$ cat src/rtl/regfile_mp.sv
// Multi-read-port register file: posedge write with same-cycle bypass, hardwired x0,
// sticky trigger write, and a post-reset sweep that zeroes every entry.
module regfile_mp #(
   parameter int unsigned ADDRESS_WIDTH = 5,
   parameter int unsigned DATA_WIDTH    = 32,
   parameter int unsigned NUM_READ      = 2,
   parameter int unsigned TRIG_REG      = 5,
   parameter int unsigned TRIG_VALUE    = 1
) (
   input  logic                              clk,
   input  logic                              rst,
   input  logic [NUM_READ*ADDRESS_WIDTH-1:0] rd_addr,
   output logic [NUM_READ*DATA_WIDTH-1:0]    rd_data,
   input  logic                              we,
   input  logic [ADDRESS_WIDTH-1:0]          wa,
   input  logic [DATA_WIDTH-1:0]             wd,
   input  logic                              trigger,
   output logic                              busy,
   output logic [DATA_WIDTH-1:0]             a0,
   output logic [DATA_WIDTH-1:0]             ra
);

   localparam int unsigned Depth = 2 ** ADDRESS_WIDTH;
   localparam int unsigned IdxA0 = 10;
   localparam int unsigned IdxRa = 1;
   localparam logic [ADDRESS_WIDTH-1:0] TrigAddr = ADDRESS_WIDTH'(TRIG_REG);
   localparam logic [DATA_WIDTH-1:0]    TrigData = DATA_WIDTH'(TRIG_VALUE);

   typedef enum logic {StClear, StReady} state_e;

   state_e                   state_q, state_d;
   logic [ADDRESS_WIDTH-1:0] ptr_q, ptr_d;
   logic                     pend_q, pend_d;
   logic [DATA_WIDTH-1:0]    mem_q [Depth];
   logic                     ready, trig_eff, wr_en;

   always_comb begin
      state_d = state_q;
      ptr_d   = ptr_q;
      pend_d  = pend_q;
      unique case (state_q)
         StClear: begin
            ptr_d = ptr_q + 1'b1;
            if (trigger) pend_d = 1'b1;
            if (ptr_q == '1) state_d = StReady;
         end
         StReady: pend_d = 1'b0;
         default: state_d = StClear;
      endcase
   end

   always_ff @(posedge clk) begin
      if (rst) begin
         state_q <= StClear;
         ptr_q   <= '0;
         pend_q  <= 1'b0;
      end else begin
         state_q <= state_d;
         ptr_q   <= ptr_d;
         pend_q  <= pend_d;
      end
   end

   assign busy     = rst || (state_q == StClear);
   assign ready    = !busy;
   // A trigger caught during the sweep is replayed on the first ready cycle.
   assign trig_eff = ready && (trigger || pend_q);
   assign wr_en    = ready && we && (wa != '0);

   always_ff @(posedge clk) begin
      if (!rst && state_q == StClear) begin
         mem_q[ptr_q] <= '0;
      end else begin
         if (wr_en && !(trig_eff && wa == TrigAddr)) mem_q[wa] <= wd;
         if (trig_eff && TrigAddr != '0) mem_q[TrigAddr] <= TrigData;
      end
   end

   always_comb begin
      rd_data = '0;
      for (int i = 0; i < int'(NUM_READ); i++) begin
         if (ready && rd_addr[i*ADDRESS_WIDTH +: ADDRESS_WIDTH] != '0) begin
            if (trig_eff && rd_addr[i*ADDRESS_WIDTH +: ADDRESS_WIDTH] == TrigAddr) begin
               rd_data[i*DATA_WIDTH +: DATA_WIDTH] = TrigData;
            end else if (we && rd_addr[i*ADDRESS_WIDTH +: ADDRESS_WIDTH] == wa) begin
               rd_data[i*DATA_WIDTH +: DATA_WIDTH] = wd;
            end else begin
               rd_data[i*DATA_WIDTH +: DATA_WIDTH] =
                  mem_q[rd_addr[i*ADDRESS_WIDTH +: ADDRESS_WIDTH]];
            end
         end
      end
   end

   assign a0 = busy ? '0 : mem_q[IdxA0];
   assign ra = busy ? '0 : mem_q[IdxRa];

endmodule

$ cat config.mk
export PLATFORM = sky130hd
export DESIGN_NAME = regfile_mp
export DESIGN_NICKNAME = d
export VERILOG_FILES = /design/src/rtl/regfile_mp.sv
export SDC_FILE = /design/constraint.sdc
export NUM_CORES = 2
export LEC_CHECK = 0
export BUFFER_PORTS_ARGS = -buffer_cell sky130_fd_sc_hd__buf_2
export CAP_MARGIN = 20
export CORE_MARGIN = 1
export CORE_UTILIZATION = 55
export DETAILED_ROUTE_END_ITERATION = 12
export PLACE_DENSITY = 0.81
export SETUP_SLACK_MARGIN = 0.4
export SLEW_MARGIN = 30
export SYNTH_ARGS = -nofsm -noshare
export SYNTH_HDL_FRONTEND = slang
export SYNTH_SLANG_ARGS = --single-unit
$ cat constraint.sdc
create_clock -name clk -period 11.3 [get_ports clk]
set_input_delay 0.565 -clock clk [delete_from_list [all_inputs] [get_ports clk]]
set_output_delay 0.565 -clock clk [all_outputs]
set_load 0.02 [all_outputs]
==> flow_summary.json <==
{
  "outcome": "complete, no violations",
  "ctsHoldBuffers": 0,
  "rsz0062_at_grt": "false",
  "htreeDepth": 3,
  "grt_pass1_vias": 30500,
  "regToRegSetupSlack_ns": 6.89,
  "hold_viol": 0,
  "clock_latency_ns": 0.68,
  "ctsResizeCount": 0,
  "die-area_um2": 90100,
  "grt_util_met3_pct": 5.77,
  "reg2reg_from": "state_q",
  "numClockSinks": 1031,
  "max_stage_delay_ns": 0.84,
  "drc": 0,
  "powerDensity_nw_per_um2": 151,
  "path_cells": "buf_8, buf_4, buf_4, mux4_2, a211oi_1, nor3_1, a32o_1, buf_2",
  "hp-class": "primary input to flop",
  "core_area_um2": 88200,
  "required_ns": 10.74,
  "postSynthRegisterBits": 1031,
  "synthCells": 2636,
  "area_delta_synth_final_pct": 12.4,
  "nets": 2818,
  "p_int_w": 0.00648,
  "worstRegToRegCells": 8,
  "rows": 109,
  "clk_pin_slew_ns": 0.07,
  "vias": 30200,
  "tns_ns": 0,
  "cp_max_fo": 63,
  "arrival_ns": 4.87,
  "critPathLaunchType": "primary input",
  "antenna_found_initial": 2,
  "post-route-util_pct": 62.3,
  "design_area_um2": 55000,
  "p_sw_w": 0.00182,
  "die_w_um": 300,
  "p_total_w": 0.00830,
  "die_h_um": 300,
  "cts_made_buffers": 99,
  "rr_endpoint": "mem_q[26][12]",
  "met1_usage_pct": 41.3,
  "wl_per_cell_um": 37.1,
  "gr-usage-met2_pct": 54.8,
  "worstHoldEndpoint": "mem_q[5][10]",
  "io_pins": 180,
  "grt_overflow_total": 0,
  "ir_drop_v": 0.000151,
  "cts_root_buffer": "clkbuf_16",
  "firstDrtPassIters": 9,
  "grt-busiest-layer": "met2",
  "p_seq_share_pct": 50.2,
  "relSlewSlack_pct": 25.2,
  "portBuffers": 179,
  "fin_crit_ns": 5.44,
  "track_usage_pct": 33.4,
  "cts_tree": "done",
  "grt_pass1_wl_um": 215000,
  "synth_edf_count": 992,
  "drtIter0Drc": 4022,
  "cpMostUsedCell": "buf_4",
  "finalCritPeriodShare_pct": 48.1,
  "crit_path_end_kind": "primary output",
  "crit_slowest_cell": "buf_4",
  "place.gp.congestion": 0.916,
  "clk_path_buf_depth": 3,
  "final_common_cell": "edfxtp_1",
  "avgSynthCellArea_um2": 18.6,
  "cts_setup_buffers": 0,
  "via_per_inst": 7.51,
  "pwr-share-comb_pct": 6.3,
  "place_area_um2": 51400,
  "startpoint": "rd_addr[5]",
  "hold_depth": 3,
  "drv_cap": 0,
  "drt_wl_total_um": 149000,
  "yosys_warnings": 0,
  "crit_family": "buffers and inverters",
  "synth_ff_type": "edfxtp_1",
  "synth.distinct_cells": 59,
  "syn_area_um2": 48900,
  "syn-num-nets": 2689,
  "setup_viol": 0,
  "fmax_ghz": 0.184,
  "drive_above_1_share_pct": 35.6,
  "async_flop_share_pct": 0,
  "worstMarginPinSlew_ns": 1.11,
  "power.share.clock_pct": 43.5,
  "critPathBufInv": 4,
  "p_sw_share_pct": 21.9,
  "hold_start": "wd[10]",
  "fin_skew_ns": 0.0162,
  "layout.cells.most_common_list": "992 x edfxtp_1, 508 x mux4_2, 173 x buf_2",
  "grt_max_degree": 148,
  "dpl.hpwl_um": 89400,
  "drv_slew": 0,
  "path_class": "primary input to primary output",
  "leakage_nw": 15.9,
  "postRouteAntennaNets": 0,
  "synth-seq-area-share_pct": 62.5,
  "fillCellCount": 5865,
  "start_util_pct": 55.4
}
-- through the flow --
| step | setup slack, ns | std cells | hold WS [ns] |
|---|---|---|---|
| final | 5.86 | 4018 | 0.223 |
| after global routing | 5.64 | 4016 | 0.218 |
| after CTS | 5.81 | 4015 | 0.197 |
| after detailed placement | 5.81 | 3828 | 0.480 |
| after global placement | 5.81 | 3812 | 0.468 |
| after floorplan | 6.82 | 2636 | 0.460 |
-- layer usage --
metal	part of all wire, %	vias up
met5	0	-
li1	-	11600
met4	7.9	0
met1	32	15500
met2	50	2610
met3	11	497
-- layout make-up --
cell class | instances | area [um^2] | area share [%]
Sequential cell | 1031 | 30600 | 55.6
Timing Repair Buffer | 259 | 1920 | 3.49
Inverter | 6 | 22.5 | 0.0410
Clock inverter | 64 | 818 | 1.49
Tap cell | 1165 | 1460 | 2.65
Antenna cell | 2 | 5.00 | 0.00910
Clock buffer | 123 | 2710 | 4.93
Multi-Input combinational cell | 1368 | 17500 | 31.8
-- cells in the mapped netlist (all sizes together), types with 6 or more instances --
| master | number | area, um^2 |
|---|---|---|
| nor2 | 40 | 150 |
| dfxtp | 39 | 781 |
| inv | 6 | 22.5 |
| mux4 | 508 | 11400 |
| nand3b | 6 | 45.0 |
| clkbuf | 85 | 319 |
| nand4b | 33 | 289 |
| nand2 | 69 | 259 |
| xor2 | 9 | 78.8 |
| nor2b | 68 | 425 |
| a32o | 62 | 621 |
| nor3 | 76 | 380 |
| buf | 146 | 825 |
| and2 | 97 | 607 |
| o21ai | 41 | 205 |
| mux2 | 9 | 101 |
| o22ai | 126 | 788 |
| edfxtp | 992 | 29800 |
| mux2i | 65 | 651 |
| a21oi | 35 | 175 |
| a211oi | 62 | 465 |
-- worst max path at each step --
stage	cells past startpoint	endpoint	slack [ns]
2_1_floorplan	6	mem_q[27][0]	6.82
3_3_place_gp	8	rd_data[59]	5.81
3_5_place_dp	8	rd_data[59]	5.81
4_1_cts	8	rd_data[59]	5.81
5_1_grt	8	rd_data[59]	5.64
6_report	8	rd_data[59]	5.86
-- worst min-delay path, cell delays in order --
cell and delay [ns]:
buf_2 0.13, nand4b_1 0.09, a21oi_1 0.06
-- power groups by stage --
stage | registers (W) | logic [W] | clock network [W]
2_1_floorplan | 0.00424 | 0.000353 | 0
3_3_place_gp | 0.00425 | 0.000508 | 0
6_report | 0.00417 | 0.000524 | 0.00361
3_5_place_dp | 0.00425 | 0.000512 | 0
4_1_cts | 0.00417 | 0.000515 | 0.00362
5_1_grt | 0.00417 | 0.000539 | 0.00374
-- sequential cells by signal (all words and copies together), names as in the netlist --
register / count
state_q: 1
ptr_q: 5
pend_q: 1
mem_q: 1024
-- kinds of logic after synthesis --
| logic type | count (synthesis) | synth area share, % |
|---|---|---|
| buf+inv | 237 | 2.38 |
| flops | 1031 | 62.5 |
| mux | 582 | 24.9 |
| compound gates | 352 | 5.04 |
| fa+ha+maj | 2 | 0.0512 |
| simple gates | 419 | 4.85 |
| xor+xnor | 13 | 0.233 |
(Power assumes the default switching activity.)
